<file path="config.mk">
export PLATFORM = sky130hd
export DESIGN_NAME = fp16_cvt_arbiter
export DESIGN_NICKNAME = d
export VERILOG_FILES = /design/src/rtl/fp16_cvt_arbiter.sv
export SDC_FILE = /design/constraint.sdc
export NUM_CORES = 1
export LEC_CHECK = 0
export BUFFER_PORTS_ARGS = -buffer_cell sky130_fd_sc_hd__buf_2
export CORE_MARGIN = 4
export CORE_UTILIZATION = 48
export DETAILED_ROUTE_END_ITERATION = 10
export HOLD_SLACK_MARGIN = 0.02
export PLACE_DENSITY = 0.95
export SLEW_MARGIN = 20
export SYNTH_ARGS = -nofsm -noshare
export SYNTH_HDL_FRONTEND = slang
export SYNTH_SLANG_ARGS = --single-unit
</file>
<file path="constraint.sdc">
create_clock -name clk -period 5.4 [get_ports clk]
set_input_delay 0.54 -clock clk [delete_from_list [all_inputs] [get_ports clk]]
set_output_delay 0.54 -clock clk [all_outputs]
set_load 0.05 [all_outputs]
</file>
<file path="src/rtl/fp16_cvt_arbiter.sv">
// fp16_cvt_arbiter: round-robin arbiter sharing one FP32->FP16 conversion lane, 2-stage valid/ready pipeline.
// Define FP16_CVT_STATS_EN to add saturating overflow/underflow counters (stat_clr/stat_ovf/stat_unf).
module fp16_cvt_arbiter #(
  parameter  int NUM_REQ = 4,
  localparam int ID_W    = $clog2(NUM_REQ)
) (
  input  logic                  clk,
  input  logic                  rst_n,
  input  logic [NUM_REQ-1:0]    req_valid,
  input  logic [NUM_REQ*32-1:0] req_data,
  output logic [NUM_REQ-1:0]    req_ready,
  output logic                  out_valid,
  output logic [15:0]           out_data,
  output logic [ID_W-1:0]       out_id,
  input  logic                  out_ready,
`ifdef FP16_CVT_STATS_EN
  input  logic                  stat_clr,
  output logic [15:0]           stat_ovf,
  output logic [15:0]           stat_unf,
`endif
  output logic                  busy
);

  logic            s1_valid_q, s1_valid_d;
  logic [31:0]     s1_data_q, s1_data_d;
  logic [ID_W-1:0] s1_id_q, s1_id_d;
  logic            s2_valid_q, s2_valid_d;
  logic [15:0]     s2_data_q, s2_data_d;
  logic [ID_W-1:0] s2_id_q, s2_id_d;
  logic [ID_W-1:0] rr_ptr_q, rr_ptr_d;

  logic               s1_en, s2_en;
  logic [NUM_REQ-1:0] grant;
  logic [ID_W-1:0]    grant_idx;
  logic               found;
  logic [ID_W:0]      scan;
  logic [31:0]        grant_data;

  // Truncating conversion; e - 112 always lands in 1..30 so the low 5 bits suffice.
  function automatic logic [15:0] fp32_to_fp16(input logic [31:0] f);
    logic [7:0] e;
    logic [4:0] e5;
    e  = f[30:23];
    e5 = e[4:0] - 5'd16;
    if (e > 8'd142)
      return {f[31], 5'h1F, 10'h0};
    else if (e < 8'd113)
      return {f[31], 15'h0};
    else
      return {f[31], e5, f[22:13]};
  endfunction

  assign s2_en = !s2_valid_q | out_ready;
  assign s1_en = !s1_valid_q | s2_en;

  // Search upward from rr_ptr with wrap; gated by rst_n so nothing is granted in reset.
  always_comb begin
    grant     = '0;
    grant_idx = '0;
    found     = 1'b0;
    scan      = '0;
    if (rst_n && s1_en) begin
      for (int k = 0; k < NUM_REQ; k++) begin
        scan = {1'b0, rr_ptr_q} + (ID_W+1)'(k);
        if (scan >= (ID_W+1)'(NUM_REQ))
          scan = scan - (ID_W+1)'(NUM_REQ);
        if (!found && req_valid[scan[ID_W-1:0]]) begin
          found                   = 1'b1;
          grant[scan[ID_W-1:0]]   = 1'b1;
          grant_idx               = scan[ID_W-1:0];
        end
      end
    end
  end

  always_comb begin
    grant_data = '0;
    for (int i = 0; i < NUM_REQ; i++)
      if (grant[i])
        grant_data = req_data[32*i +: 32];
  end

  always_comb begin
    rr_ptr_d   = rr_ptr_q;
    s1_valid_d = s1_valid_q;
    s1_data_d  = s1_data_q;
    s1_id_d    = s1_id_q;
    s2_valid_d = s2_valid_q;
    s2_data_d  = s2_data_q;
    s2_id_d    = s2_id_q;

    if (found)
      rr_ptr_d = (grant_idx == ID_W'(NUM_REQ-1)) ? '0 : grant_idx + ID_W'(1);

    if (s1_en) begin
      s1_valid_d = found;
      if (found) begin
        s1_data_d = grant_data;
        s1_id_d   = grant_idx;
      end
    end

    if (s2_en) begin
      s2_valid_d = s1_valid_q;
      if (s1_valid_q) begin
        s2_data_d = fp32_to_fp16(s1_data_q);
        s2_id_d   = s1_id_q;
      end
    end
  end

  always_ff @(posedge clk or negedge rst_n) begin
    if (!rst_n) begin
      rr_ptr_q   <= '0;
      s1_valid_q <= 1'b0;
      s1_data_q  <= '0;
      s1_id_q    <= '0;
      s2_valid_q <= 1'b0;
      s2_data_q  <= '0;
      s2_id_q    <= '0;
    end else begin
      rr_ptr_q   <= rr_ptr_d;
      s1_valid_q <= s1_valid_d;
      s1_data_q  <= s1_data_d;
      s1_id_q    <= s1_id_d;
      s2_valid_q <= s2_valid_d;
      s2_data_q  <= s2_data_d;
      s2_id_q    <= s2_id_d;
    end
  end

  assign req_ready = grant;
  assign out_valid = s2_valid_q;
  assign out_data  = s2_data_q;
  assign out_id    = s2_id_q;
  assign busy      = s1_valid_q | s2_valid_q;

`ifdef FP16_CVT_STATS_EN
  logic [15:0] stat_ovf_q, stat_ovf_d;
  logic [15:0] stat_unf_q, stat_unf_d;
  logic [7:0]  s1_exp;
  logic        xfer;

  assign s1_exp = s1_data_q[30:23];
  assign xfer   = s2_en & s1_valid_q;

  // Exact zeros/denormals (exp 0) are not counted as underflow.
  always_comb begin
    stat_ovf_d = stat_ovf_q;
    stat_unf_d = stat_unf_q;
    if (stat_clr) begin
      stat_ovf_d = '0;
      stat_unf_d = '0;
    end else if (xfer) begin
      if (s1_exp > 8'd142 && stat_ovf_q != 16'hFFFF)
        stat_ovf_d = stat_ovf_q + 16'd1;
      if (s1_exp >= 8'd1 && s1_exp <= 8'd112 && stat_unf_q != 16'hFFFF)
        stat_unf_d = stat_unf_q + 16'd1;
    end
  end

  always_ff @(posedge clk or negedge rst_n) begin
    if (!rst_n) begin
      stat_ovf_q <= '0;
      stat_unf_q <= '0;
    end else begin
      stat_ovf_q <= stat_ovf_d;
      stat_unf_q <= stat_unf_d;
    end
  end

  assign stat_ovf = stat_ovf_q;
  assign stat_unf = stat_unf_q;
`endif

endmodule

</file>
==> run summary <==
The number of gates resized after CTS came out at 0. The pin slew with the least headroom to its limit is 1.01 ns. The final antenna diode count came out at 0. The dominant synthesized flop cell is sky130_fd_sc_hd__dfrtp_1.

The buffer type at the clock tree root is sky130_fd_sc_hd__clkbuf_8. The count of buffers added on input and output ports is 106. The detail-routed net length per standard cell came out at 17.6 um. The synthesized design contains 43 register bits.

The required arrival time at the worst endpoint came out at 4.86 ns. The effective utilization at floorplan came out at 49.6%. The total power of the final layout came out at 2.01 mW.

In this run, synthesis inferred 0 flip-flops with an integrated enable. The part of the cycle the worst path needs came out at 77.5%. The clock net in this run drives a total of 43 sinks.

The TritonCTS buffer count is 5. The met2 routed wirelength came out at 3990 um. In the final layout, the share of cells above drive strength 1 is 35.7%. Signal routing reaches up to met4. The number of setup buffers added after CTS is 0.

The worst setup path is launched from a flop. In this run the power density over the cells is 608 mW/mm^2. The share of the synthesized area in the top cell type is 39.2%. IR analysis of the VDD net gives a maximum drop of 0.296 mV.

The wire length of the first global-routing pass came out at 12900 um. The post-detailed-route DRC marker count is 0. The die covers 0.00700 mm^2. The number of DRC markers after the initial detailed-route iteration is 256. The initial antenna violation count came out at 0. The leakage power figure is 1.54 nW. The cell type with the highest aggregate area in the netlist is sky130_fd_sc_hd__dfrtp_1. The sequential cell area fraction in the yosys report came out at 39.2%.

The path class of the tightest hold or removal check is in2async. The die extent in y came out at 83.7 um. The maximum clock rate is 239 MHz.

At the later pin of the worst-skew pair, clock insertion delay measures 0.29 ns. The routed wire length came out at 7900 um. The type of the setup path with the least slack is reg2out. The worst setup path is captured at an output pin.

The average cell area after synthesis is 9.57 um^2. The number of maximum-capacitance constraint violations came out at 0. The destination of the worst register-to-register timing path is s1_data_q[31]. Synthesis produced a netlist with a net count of 430. The die width came out at 83.7 um.

The number of nets in the layout is 521. The HPWL reported at the end of detailed placement came out at 5990 um. The buffers plus inverters on the worst setup path is 2.

After synthesis the cells add up to 0.00275 mm^2. The async set-reset flop share out of synthesis is 100%. Subtracting the final worst setup slack from the clock period gives 4.18 ns.

The row count came out at 27. The instance count of the mapped netlist is 287. On the critical path the largest part of the delay comes from flip-flops. The total of warnings raised by yosys is 0. Ranked by total cell area, the synthesized netlist is headed by sky130_fd_sc_hd__dfrtp_1, sky130_fd_sc_hd__a31oi_1, sky130_fd_sc_hd__nand3_1. The maximum number of buffers from clock root to sink is 2.

After clock tree synthesis, the clock-pin slew on the worst setup and hold paths is 0.08 ns. The worst register-to-register path has a setup slack of 1.68 ns. The sum of overflow across all layers after global routing is 0.

Setup violations remaining at the end of the flow were counted as 0. Along the worst path, the maximum fanout reaches 39. On the critical path, the stage with the largest delay is an instance of sky130_fd_sc_hd__dfrtp_1. The detailed-routing iteration count for the pre-antenna-repair pass is 6. The number of distinct library cells after synthesis is 53. The layout overhead on the synthesized area came out at 20.5%. The via count of the first global-routing pass came out at 2725. The global-route total usage across every layer came out at 22.2%.

The routed via count divided by cell count is 6.34. On the worst path, the slowest cell contributes a delay of 0.78 ns. The H-tree generated during clock tree synthesis spans 2 levels. The area of the core came out at 0.00554 mm^2. The endpoint arrival time on the critical path came out at 3.64 ns. Setup repair after global routing left no endpoint under its margin.

Entering global routing, the biggest net connects 46 pins. The run finished with clean final reports. The critical path depth in cells is 8. The number of hold buffers added after CTS was 0. The number of cells on the worst reg-to-reg path is 8. By instance count, the leading cell after synthesis is sky130_fd_sc_hd__dfrtp_1. The final hold slack came out at 0.310 ns. The normalized max-slew margin is 32.2%. For the final routed database, the setup TNS stands at 0 ns. The I/O pin total is 159.

The number of hold violations in the final report came out at 0. The final count of pins violating max slew was 0. The commonest cells after synthesis are sky130_fd_sc_hd__dfrtp_1, sky130_fd_sc_hd__nand3_1, sky130_fd_sc_hd__a31oi_1. The number of nets with antenna violations after routing is 0. The signal on the critical path passes through inv_1 > ha_1 > mux4_2 > a21oi_1 > o2bb2ai_1 > and2_4 > nor2_1 > buf_2.

The global placement routability congestion is 0.849. The setup clock skew after layout came out at 0.00445 ns. In the final routing, the length of wire on met1 measures 3080 um. Summed over all nets, wire length on met3 after detailed routing comes to 606 um. The startpoint identified for the worst register-to-register timing path is rr_ptr_q[0]. The CTS tree is done.

The routed via count came out at 2851.
-- stage by stage --
stage | utilization [%] | setup slack, ns | std cells | cell area, um^2
after global routing | 59.8 | 1.02 | 450 | 3310
after CTS | 59.8 | 1.24 | 450 | 3310
final | 59.8 | 1.22 | 450 | 3310
after global placement | 58.2 | 1.66 | 443 | 3220
after detailed placement | 58.2 | 1.57 | 443 | 3220
after floorplan | - | 1.68 | 287 | 2750
-- report_power, final --
part           total (mW)  leakage (nW)  switching (mW)  internal, mW
clock network       0.203        0.0470           0.102         0.100
logic                1.20         0.974           0.813         0.391
registers           0.607         0.522           0.131         0.476
-- how the worst max path moves through the flow --
stage | startpoint | end | slack (ns)
2_1_floorplan | rr_ptr_q[0] | req_ready[2] | 1.68
3_3_place_gp | rr_ptr_q[0] | req_ready[2] | 1.66
3_5_place_dp | rr_ptr_q[0] | req_ready[2] | 1.57
4_1_cts | rr_ptr_q[0] | req_ready[2] | 1.24
5_1_grt | rr_ptr_q[0] | req_ready[2] | 1.02
6_report | rr_ptr_q[0] | req_ready[2] | 1.22
-- layout make-up --
type | instances | area, um^2
fillers | 488 | 2230
flip-flops and latches | 43 | 1080
inverters | 7 | 26.3
well taps | 72 | 90.1
repair buffers | 109 | 553
clock inverters | 1 | 5.00
multi-input cells | 212 | 1480
clock buffers | 6 | 82.6
-- cells in the final DEF, fill, tap and decap left out, types with 2 or more instances in the layout --
cell,count
sky130_fd_sc_hd__o21ai_0,6
sky130_fd_sc_hd__a21o_1,2
sky130_fd_sc_hd__ha_1,8
sky130_fd_sc_hd__a31oi_1,36
sky130_fd_sc_hd__buf_4,3
sky130_fd_sc_hd__a22o_1,10
sky130_fd_sc_hd__o31ai_1,3
sky130_fd_sc_hd__nand3_1,38
sky130_fd_sc_hd__inv_1,7
sky130_fd_sc_hd__mux4_2,2
sky130_fd_sc_hd__nor3_1,2
sky130_fd_sc_hd__o2bb2ai_1,2
sky130_fd_sc_hd__mux2i_1,2
sky130_fd_sc_hd__a21oi_1,7
sky130_fd_sc_hd__nor2_1,13
sky130_fd_sc_hd__mux2_2,6
sky130_fd_sc_hd__dfrtp_1,43
sky130_fd_sc_hd__or3_1,2
sky130_fd_sc_hd__nand2b_1,4
sky130_fd_sc_hd__clkbuf_8,6
sky130_fd_sc_hd__or2_2,2
sky130_fd_sc_hd__o211a_1,2
sky130_fd_sc_hd__nand3b_1,6
sky130_fd_sc_hd__nand2_1,13
sky130_fd_sc_hd__buf_2,106
sky130_fd_sc_hd__o22ai_1,19
-- routing by layer --
metal,vias up,track usage [%]
met3,26,4.24
met2,157,38.1
met4,0,8.48
met1,1375,27.5
met5,-,0
li1,1293,-
-- sequential cells by signal (all words and copies together), names as in the netlist --
register,cells
out_data,16
out_id,2
out_valid,1
rr_ptr_q,2
s1_data_q,19
s1_id_q,2
s1_valid_q,1
-- worst register-to-register path: cells and delay by family (launching register included) --
family / cells / cell delay, ns
compound gates: 3 / 1.08
fa+ha+maj: 1 / 0.54
buf+inv: 1 / 0.22
flops: 1 / 0.78
mux: 1 / 0.63
simple gates: 2 / 0.39
-- kinds of logic (layout without fill, tap and decap cells) --
kind of cell / Yosys count / in the layout / synth area share (%)
AND/OR/NAND/NOR: 90 / 90 / 17.3
flip-flops: 43 / 43 / 39.2
AO/OA/AOI/OAI: 102 / 102 / 26.4
XOR/XNOR: 1 / 1 / 0.319
adder cells (fa/ha/maj): 8 / 8 / 3.64
buffers and inverters: 32 / 123 / 7.42
multiplexers: 11 / 11 / 5.78
Power figures use the tool's default switching activity.
